$ cat src/rtl/ex_pkg.sv
// Shared opcode constants, FSM state type and helpers for the execute stage.
package ex_pkg;

    localparam logic [4:0] OP_ADD   = 5'd0;
    localparam logic [4:0] OP_SUB   = 5'd1;
    localparam logic [4:0] OP_AND   = 5'd2;
    localparam logic [4:0] OP_OR    = 5'd3;
    localparam logic [4:0] OP_XOR   = 5'd4;
    localparam logic [4:0] OP_NOR   = 5'd5;
    localparam logic [4:0] OP_SLT   = 5'd6;
    localparam logic [4:0] OP_SLTU  = 5'd7;
    localparam logic [4:0] OP_SLL   = 5'd8;
    localparam logic [4:0] OP_SRL   = 5'd9;
    localparam logic [4:0] OP_SRA   = 5'd10;
    localparam logic [4:0] OP_LUI   = 5'd11;
    localparam logic [4:0] OP_MUL   = 5'd16;
    localparam logic [4:0] OP_MULHU = 5'd17;

    typedef enum logic [1:0] {
        ST_IDLE = 2'd0,
        ST_RUN  = 2'd1,
        ST_DONE = 2'd2
    } ex_state_e;

    function automatic logic is_multi(input logic [4:0] op);
        return (op == OP_MUL) || (op == OP_MULHU);
    endfunction

endpackage

$ cat src/rtl/ex_muldiv.sv
// Iterative shift-add multiplier (one partial product per cycle) with start/done handshake.
// Compiled only when EX_STAGE_MULDIV_EN is defined.
`ifdef EX_STAGE_MULDIV_EN
module ex_muldiv #(
    parameter int unsigned XLEN = 32
) (
    input  logic            clk,
    input  logic            rst_n,
    input  logic            start_i,
    input  logic            abort_i,
    input  logic [XLEN-1:0] a_i,
    input  logic [XLEN-1:0] b_i,
    output logic            done_o,
    output logic [XLEN-1:0] lo_o,
    output logic [XLEN-1:0] hi_o
);
    localparam int unsigned CW = $clog2(XLEN + 1);

    logic [XLEN-1:0] mcand_q, hi_q, lo_q, hi_d, lo_d;
    logic [CW-1:0]   cnt_q;
    logic            run_q;
    logic [XLEN:0]   sum;

    always_comb begin
        sum          = {1'b0, hi_q} + (lo_q[0] ? {1'b0, mcand_q} : '0);
        {hi_d, lo_d} = {sum, lo_q[XLEN-1:1]};
    end

    // done marks the cycle whose closing edge completes the final partial product
    assign done_o = run_q && (cnt_q == CW'(XLEN - 1));
    assign lo_o   = lo_q;
    assign hi_o   = hi_q;

    always_ff @(posedge clk or negedge rst_n) begin
        if (!rst_n) begin
            mcand_q <= '0;
            hi_q    <= '0;
            lo_q    <= '0;
            cnt_q   <= '0;
            run_q   <= 1'b0;
        end else if (abort_i) begin
            cnt_q <= '0;
            run_q <= 1'b0;
        end else if (start_i) begin
            mcand_q <= a_i;
            hi_q    <= '0;
            lo_q    <= b_i;
            cnt_q   <= '0;
            run_q   <= 1'b1;
        end else if (run_q) begin
            hi_q  <= hi_d;
            lo_q  <= lo_d;
            cnt_q <= cnt_q + CW'(1);
            if (done_o) run_q <= 1'b0;
        end
    end
endmodule
`endif

$ cat src/rtl/ex_stage_fwd.sv
// Execute stage with prioritised operand forwarding and a registered ALU result.
// Optional iterative MUL/MULHU via FSM + ex_muldiv when EX_STAGE_MULDIV_EN is defined.
module ex_stage_fwd
    import ex_pkg::*;
#(
    parameter int unsigned XLEN = 32,
    parameter int unsigned NFWD = 2
) (
    input  logic                 clk,
    input  logic                 rst_n,
    input  logic                 in_valid,
    input  logic [31:0]          in_pc,
    input  logic [31:0]          in_ir,
    input  logic [4:0]           in_op,
    input  logic                 in_wb,
    input  logic [4:0]           in_rs_addr,
    input  logic [4:0]           in_rt_addr,
    input  logic [4:0]           in_rd_addr,
    input  logic [XLEN-1:0]      in_a,
    input  logic [XLEN-1:0]      in_b,
    input  logic                 in_b_is_rt,
    input  logic [XLEN-1:0]      in_sw,
    input  logic                 stall,
    input  logic                 flush,
    input  logic [NFWD-1:0]      fwd_valid,
    input  logic [5*NFWD-1:0]    fwd_addr,
    input  logic [XLEN*NFWD-1:0] fwd_data,
    output logic                 out_valid,
    output logic [31:0]          out_pc,
    output logic [31:0]          out_ir,
    output logic [4:0]           out_rd_addr,
    output logic                 out_wb,
    output logic [XLEN-1:0]      out_result,
    output logic                 out_flag,
    output logic [XLEN-1:0]      out_swdata,
    output logic                 busy
);
    localparam logic [XLEN-1:0] RST_RESULT = XLEN'({((XLEN + 7) / 8){8'hCC}});

    logic [XLEN-1:0] rs_val, rt_val, op_a, op_b, alu_res;
    logic            rs_hit, rt_hit;
    logic [4:0]      shamt;

    logic            out_valid_q, out_wb_q;
    logic [31:0]     out_pc_q, out_ir_q;
    logic [4:0]      out_rd_q;
    logic [XLEN-1:0] out_result_q, out_sw_q;

    always_comb begin
        rs_val = in_a;
        rs_hit = 1'b0;
        rt_val = in_sw;
        rt_hit = 1'b0;
        for (int unsigned i = 0; i < NFWD; i++) begin
            if (!rs_hit && fwd_valid[i] && (in_rs_addr != 5'd0) && (fwd_addr[5*i +: 5] == in_rs_addr)) begin
                rs_val = fwd_data[XLEN*i +: XLEN];
                rs_hit = 1'b1;
            end
            if (!rt_hit && fwd_valid[i] && (in_rt_addr != 5'd0) && (fwd_addr[5*i +: 5] == in_rt_addr)) begin
                rt_val = fwd_data[XLEN*i +: XLEN];
                rt_hit = 1'b1;
            end
        end
    end

    assign op_a  = rs_val;
    assign op_b  = (in_b_is_rt && rt_hit) ? rt_val : in_b;
    assign shamt = op_b[4:0] & 5'(XLEN - 1);

    always_comb begin
        alu_res = '0;
        case (in_op)
            OP_ADD:  alu_res = op_a + op_b;
            OP_SUB:  alu_res = op_a - op_b;
            OP_AND:  alu_res = op_a & op_b;
            OP_OR:   alu_res = op_a | op_b;
            OP_XOR:  alu_res = op_a ^ op_b;
            OP_NOR:  alu_res = ~(op_a | op_b);
            OP_SLT:  alu_res = XLEN'($signed(op_a) < $signed(op_b));
            OP_SLTU: alu_res = XLEN'(op_a < op_b);
            OP_SLL:  alu_res = op_a << shamt;
            OP_SRL:  alu_res = op_a >> shamt;
            OP_SRA:  alu_res = $signed(op_a) >>> shamt;
            OP_LUI:  alu_res = op_b << 16;
            default: alu_res = '0;
        endcase
    end

`ifdef EX_STAGE_MULDIV_EN
    ex_state_e       state_q;
    logic            mul_start, mul_done, pend_hi_q, pend_wb_q;
    logic [31:0]     pend_pc_q, pend_ir_q;
    logic [4:0]      pend_rd_q;
    logic [XLEN-1:0] pend_sw_q, prod_lo, prod_hi;

    assign mul_start = (state_q == ST_IDLE) && in_valid && !stall && !flush && is_multi(in_op);
    assign busy      = (state_q != ST_IDLE);

    ex_muldiv #(.XLEN(XLEN)) u_muldiv (
        .clk     (clk),
        .rst_n   (rst_n),
        .start_i (mul_start),
        .abort_i (flush),
        .a_i     (op_a),
        .b_i     (op_b),
        .done_o  (mul_done),
        .lo_o    (prod_lo),
        .hi_o    (prod_hi)
    );
`else
    assign busy = 1'b0;
`endif

    always_ff @(posedge clk or negedge rst_n) begin
        if (!rst_n) begin
            out_valid_q  <= 1'b0;
            out_wb_q     <= 1'b0;
            out_pc_q     <= '0;
            out_ir_q     <= '0;
            out_rd_q     <= '0;
            out_result_q <= RST_RESULT;
            out_sw_q     <= '0;
`ifdef EX_STAGE_MULDIV_EN
            state_q   <= ST_IDLE;
            pend_hi_q <= 1'b0;
            pend_wb_q <= 1'b0;
            pend_pc_q <= '0;
            pend_ir_q <= '0;
            pend_rd_q <= '0;
            pend_sw_q <= '0;
`endif
        end else if (flush) begin
            out_valid_q <= 1'b0;
            out_wb_q    <= 1'b0;
`ifdef EX_STAGE_MULDIV_EN
            state_q <= ST_IDLE;
`endif
        end else begin
`ifdef EX_STAGE_MULDIV_EN
            // FSM states take precedence; the trailing else falls into the single-cycle path
            if (state_q == ST_RUN) begin
                if (mul_done) state_q <= ST_DONE;
            end else if (state_q == ST_DONE) begin
                if (!stall) begin
                    out_valid_q  <= 1'b1;
                    out_wb_q     <= pend_wb_q;
                    out_pc_q     <= pend_pc_q;
                    out_ir_q     <= pend_ir_q;
                    out_rd_q     <= pend_rd_q;
                    out_sw_q     <= pend_sw_q;
                    out_result_q <= pend_hi_q ? prod_hi : prod_lo;
                    state_q      <= ST_IDLE;
                end
            end else if (mul_start) begin
                state_q     <= ST_RUN;
                pend_hi_q   <= (in_op == OP_MULHU);
                pend_wb_q   <= in_wb;
                pend_pc_q   <= in_pc;
                pend_ir_q   <= in_ir;
                pend_rd_q   <= in_rd_addr;
                pend_sw_q   <= rt_val;
                out_valid_q <= 1'b0;
                out_wb_q    <= 1'b0;
            end else
`endif
            if (!stall) begin
                if (in_valid) begin
                    out_valid_q  <= 1'b1;
                    out_wb_q     <= in_wb;
                    out_pc_q     <= in_pc;
                    out_ir_q     <= in_ir;
                    out_rd_q     <= in_rd_addr;
                    out_result_q <= alu_res;
                    out_sw_q     <= rt_val;
                end else begin
                    out_valid_q <= 1'b0;
                    out_wb_q    <= 1'b0;
                end
            end
        end
    end

    assign out_valid   = out_valid_q;
    assign out_wb      = out_wb_q;
    assign out_pc      = out_pc_q;
    assign out_ir      = out_ir_q;
    assign out_rd_addr = out_rd_q;
    assign out_result  = out_result_q;
    assign out_swdata  = out_sw_q;
    assign out_flag    = (out_result_q == '0);

endmodule

$ cat config.mk
export PLATFORM = sky130hd
export DESIGN_NAME = ex_stage_fwd
export DESIGN_NICKNAME = d
export VERILOG_FILES = /design/src/rtl/ex_pkg.sv /design/src/rtl/ex_muldiv.sv /design/src/rtl/ex_stage_fwd.sv
export SDC_FILE = /design/constraint.sdc
export NUM_CORES = 1
export LEC_CHECK = 0
export CAP_MARGIN = 20
export CORE_MARGIN = 3
export CORE_UTILIZATION = 25
export CTS_BUF_LIST = sky130_fd_sc_hd__clkbuf_16
export CTS_CLUSTER_DIAMETER = 80
export DETAILED_ROUTE_END_ITERATION = 10
export GPL_ROUTABILITY_DRIVEN = 1
export PLACE_DENSITY = 0.53
export SETUP_SLACK_MARGIN = 0.5
export SLEW_MARGIN = 30
export SYNTH_ARGS = -nofsm -noshare
export SYNTH_HDL_FRONTEND = slang
export SYNTH_SLANG_ARGS = --single-unit
$ cat constraint.sdc
create_clock -name clk -period 2.2 [get_ports clk]
set_input_delay 0.66 -clock clk [delete_from_list [all_inputs] [get_ports clk]]
set_output_delay 0.66 -clock clk [all_outputs]
set_load 0.02 [all_outputs]
# After elaboration in Yosys (flattened, before gate mapping)
# Cells that the tools add are included.
# classes
n_shift,3
n_addsub,2
multipliers,0
reduce_logical,18
n_lt_le_gt_ge,2
n_div,0
bitwise,6
muxes,15
n_eq_ne,16
# ops
cell,n
$pmux 32 s12,1
$mux 32,5
$lt 32x32->1,2
$add 32x32->32,1
$and 32x32->32,1
$logic_not 32->1,1
$not 32->32,1
$or 32x32->32,1
$shl 32x5->32,1
$shr 32x5->32,1
$sshr 32x5->32,1
$sub 32x32->32,1
$xor 32x32->32,1
$eq 5x3->1 const B,4
$eq 5x4->1 const B,4
$eq 5x5->1,4
$logic_and 1x1->1,11
$eq 5x2->1 const B,2
$reduce_bool 5->1,2
$mux 1,9
$eq 5x1->1 const B,1
$logic_not 5->1,1
$reduce_and 3->1,1
$logic_not 1->1,2
2 further kinds,3
# totals
romBits,0
ff_bits,135
input_bits,263
wordCells,69
memories,0
latchBits,0
mem_bits_rw,0

# Logic depth before layout (Yosys ltp)
# logic_depth
word_depth,14
ltp_mapped,23
mapped_depth_nobuf,20

# Least setup slack after synthesis
# No wires, ideal clock.
# synth_timing
path_type,in2reg
start,input port in_rt_addr[1]
end,register out_result_q[29] (netlist: out_result[29])
required_time_ns,2.074
arrival_time_ns,5.555
slack_ns,-3.481
cell_stages,21
cell_sequence,or4_4 -> nor2_1 -> or3_1 -> buf_2 -> nor2_1 -> a221oi_1 -> buf_2 -> buf_1 -> clkbuf_1 -> ha_1 -> clkbuf_1 -> o2111ai_1 -> a2111oi_0 -> nor3_1 -> nor2b_1 -> a21boi_0 -> o21ai_0 -> a311oi_1 -> xnor2_1 -> o32ai_1 -> o32a_1
# synth_between
elab_chain_cells,14
word_cells_on_any_way,25
classes_between,add/sub: 2; eq/ne: 2; shift: 3; mux: 6; bitwise: 4; reduce/logical: 8
# synth_rtl
item,line_no,text
"start, declared",ex_stage_fwd.sv:17,"input logic [4:0] in_rt_addr,"
$reduce_bool 5->1,ex_stage_fwd.sv:59,if (!rt_hit && fwd_valid[i] && (in_rt_addr != 5'd0) && (fwd_addr[5*i +: 5] == in_rt_addr)) begin
$logic_and 1x1->1 (2 in a row),ex_stage_fwd.sv:59,
$mux 1,ex_stage_fwd.sv:59,
$logic_not 1->1,ex_stage_fwd.sv:59,
$logic_and 1x1->1 (3 in a row),ex_stage_fwd.sv:59,
$mux 1,ex_stage_fwd.sv:59,
$logic_and 1x1->1,ex_stage_fwd.sv:67,assign op_b = (in_b_is_rt && rt_hit) ? rt_val : in_b;
$mux 32 (*),ex_stage_fwd.sv:67,
"parallel branches: the longest is 2 deep, another holds $sub 32x32->32",--,
$pmux 32 s12 (*),ex_stage_fwd.sv:72,case (in_op)
"end signal, assigned",ex_stage_fwd.sv:173,out_result_q <= alu_res;
"end, declared",ex_stage_fwd.sv:47,"logic [XLEN-1:0] out_result_q, out_sw_q;"
# Mark *: on every way between the ends.
# A chain may end at the register's enable or synchronous reset.

# Worst setup path in the final report
# layout_timing
start,input port in_rt_addr[4]
end,register out_result_q[29] (netlist: out_result[29])
# The elaborated chain is that of the path after synthesis.

==> summary.md <==
| Metric | Value |
|---|---|
| Via density | roughly 5.6 |
| Post-DRT Antenna Nets | 0 |
| Fillers | 6,035 |
| Drt pass-1 iters | 6 |
| YS warnings | 0 |
| Ys async rst share | 1.00 |
| Core region area | about 64,000 sq um |
| Fraction of layout cells with a size suffix above 1 | 0.473 |
| Port bufs | slightly below 400 |
| Num CTS Buffers | 17 |
| Chip Height | approximately 260 um |
| Root Buffer | clkbuf_16 |
| GPL Wtd Cong | between 1 and 1.5 |
| Detailed placer's ending HPWL | around 90 mm |
| M1 GR Usage | 0.401 |
| FF+latch count, synth | about 140 |
| Initial Utilization | 0.256 |
| IO Count | 400 |
| Total nets after synthesis | around 2,500 |
| Synth Area in Simple Gates | 0.183 |
| Wirelength, routed | between 100 and 150 mm |
| Via Count | 23,900 |
| Startpoint Class | input port |
| Post-Synth XOR/XNOR Area | 0.0167 |
| Unrepaired setup endpoints after global routing | yes |
| Synth Flop Type | dfrtp_1 |
| Vias in the first global route | approximately 24,000 |
| Commonest non-fill, non-tap cell in the layout | buf_4 |
| DIE AREA | 68,300 sq um |
| Failing checks | negative setup slack |
| Final setup viols | between 50 and 60 |
| Final Hold Fails | 0 |
| Clock Path Buffers | 2 |
| CP Max Fanout | 7 |
| CTS tree | done |
| PwrDens | approximately 470 nW/um^2 |
| First-pass GRT wire length | about 160 mm |
| Post-synthesis cell area | about 16,000 sq um |
| Mux cell area share after synthesis | 0.118 |
| Total Routing Usage GR | 0.318 |
| Max_cap viols | 0 |
| H-tree depth | 4 |
| Most Crowded Layer GR | met2 |
| Worst setup margin | -2.49 ns |
| Sequential fraction of the synthesis area | 0.208 |
| Largest family of logic cells by synthesized area | compound AO/OA/AOI/OAI gates |
| Unique masters post-synth | 95 |
| GRT met3 Usage | 0.0506 |
| DR DRC count | 0 |
| Cell Rows | 92 |
| Post-synth EDFFs | 0 |
| Reg clk slew, reported paths | approximately 0.080 ns |
| GRT overflow | 0 |
| Worst-margin pin slew | between 1 and 1.5 ns |
| Post-Route Skew | 0 ns |
| Final net count | around 3,800 |
| Clk sink count | 135 |
| Kind of end point of the critical path | flip-flop |
| Initial antenna violation count | 16 |
| Static leakage | between 10 and 15 nW |
| Met2 Usage GRT | 0.530 |
| WS Path Type | input port to flip-flop |
| Syn Area/Cell | around 7.5 sq um |
| Commonest non-fill, non-tap cells in the layout | buf_4, clkdlybuf4s50_1, nand2_1 |
| Hold crit path type | input port to async pin |
| Final cycle utilization of the critical path | 2.13 |
| Later-pin clock latency in the skew report | between 0.4 and 0.5 ns |
| Largest net degree at the start of global routing | 76 |
| Routed WL per cell | 27.0 um |
| Status | complete, but fails checks |
| Hold_ws | approximately 0.13 ns |
| Max_slew headroom | 0.317 |
| Area Overhead vs Synth | 97.7% |
| Cell Area, Placed | ~27,000 sq um |
| Worst path arrival time | ~5.1 ns |
| Initial DRC Count | 2,500 |
| Worst vdd ir | about 0.00049 V |
| Register Area | approximately 3400 sq um |
| Area occupied by multi-input gates | 14,200 sq um |
| FF-to-FF path depth | 9 |
| Die Width | roughly 260 um |
| Post-Synth Adder-Cell Area | 0.0769 |
| Period minus WS final | about 4.7 ns |
| Pins Over Slew Limit | 0 |
| Finished Cell Area | ~32,000 sq um |
| Fmax | 0.213 GHz |
| Cell count after synthesis | roughly 2,200 |
| Compound-Gate Fraction of Synth Area | 0.328 |
| Worst Path Required | roughly 2.6 ns |
per-stage QoR:
step | setup TNS, ns | std cells | utilization | worst slack (ns) | power, mW
6_report | -76.16 | 4271 | 0.505 | -2.49 | 15.1
5_1_grt | -79.78 | 4270 | 0.505 | -2.54 | 15.7
4_1_cts | -76.58 | 4168 | 0.476 | -2.44 | 14.4
3_5_place_dp | -185.54 | 4059 | 0.427 | -3.98 | 10.7
3_3_place_gp | -179.48 | 4059 | 0.427 | -3.89 | 10.6
2_1_floorplan | -90.95 | 2167 | - | -2.83 | 6.31
final cells by class:
type                    count  share of cell area
diodes                     16             0.00124
clock buffers              17              0.0132
clock inverters            15             0.00551
inverters                 103              0.0121
multi-input cells        1756               0.441
flip-flops and latches    135               0.106
well taps                 846              0.0328
repair buffers           1383               0.388
Yosys cell counts (16+ instances only):
cell	n	area (sq um)
xnor2_1	29	254
a311oi_1	28	245
nor4_1	18	113
o22ai_1	26	163
o21ai_0	167	836
a21oi_1	160	801
buf_2	19	95.1
mux2i_1	75	751
o221ai_1	29	254
dfrtp_1	119	2980
inv_1	98	368
ha_1	97	1210
nand2_1	216	811
nand3_1	88	440
a221oi_1	30	263
mux2_2	90	1010
nor3_1	67	335
dfstp_2	16	420
a31oi_1	55	344
clkbuf_1	129	484
a21o_1	48	360
o211ai_1	47	353
nor2_1	192	721
cell families after synthesis:
| group | count (synthesis) |
|---|---|
| other | 1 |
| buffers and inverters | 277 |
| DFF | 135 |
| AOI/OAI and AO/OA | 783 |
| muxes | 174 |
| xor gates and xnor gates | 31 |
| adders and majority gates | 99 |
| and+or+nand+nor | 667 |
critical path: stages:
cell and delay [ns]:
buf_6 0.09, or4_4 0.57, o211ai_4 0.21, buf_6 0.12
buf_6 0.11, nor2_4 0.05, o21ai_4 0.29, buf_6 0.15
a221oi_4 0.07, ha_4 0.29, buf_8 0.13, a21o_1 0.16
a21oi_4 0.08, a2111oi_4 0.47, nor3_2 0.08, nor2b_2 0.22
a21boi_2 0.13, o21ai_2 0.23, a311oi_2 0.15, xnor2_1 0.31
o32ai_2 0.13, o32a_1 0.33
worst paths after layout:
kind                           startpoint  slack (ns)             end
setup / recovery            in_rt_addr[4]       -2.49  out_result[29]
hold / removal                      rst_n        0.13      out_pc[16]
setup reg to reg           out_result[29]       -0.25  out_result[29]
hold reg to reg            out_swdata[23]        0.49  out_swdata[23]
max in group asynchronous           rst_n        1.32   out_result[2]
min in group clk                    flush        0.40          out_wb
sequential cells by signal (all words and copies together), names as in the netlist:
| register | count |
|---|---|
| out_ir | 32 |
| out_pc | 32 |
| out_rd_addr | 5 |
| out_result | 32 |
| out_swdata | 32 |
| out_valid | 1 |
| out_wb | 1 |
repair_timing:
| item | CTS | global route |
|---|---|---|
| pin swaps | 143 | 120 |
| resized for setup | 536 | 639 |
| hold buffers | 0 | 0 |
| buffers inserted | 68 | 74 |
| endpoints found under the setup margin | 269 | 269 |
| gates cloned | 9 | 13 |
layer usage:
layer | part of all wire | wire (um)
met5 | 0 | 0
met4 | 0.056 | 6490
met3 | 0.072 | 8270
met1 | 0.40 | 46600
met2 | 0.47 | 53900
power breakdown:
part | internal [mW] | leakage (nW) | total (mW) | switching [mW]
logic | 4.44 | 12.5 | 8.98 | 4.55
clock network | 1.53 | 0.290 | 3.03 | 1.50
registers | 2.86 | 1.61 | 3.11 | 0.249
total | 8.83 | 14.4 | 15.1 | 6.29
(Power assumes the default switching activity.)
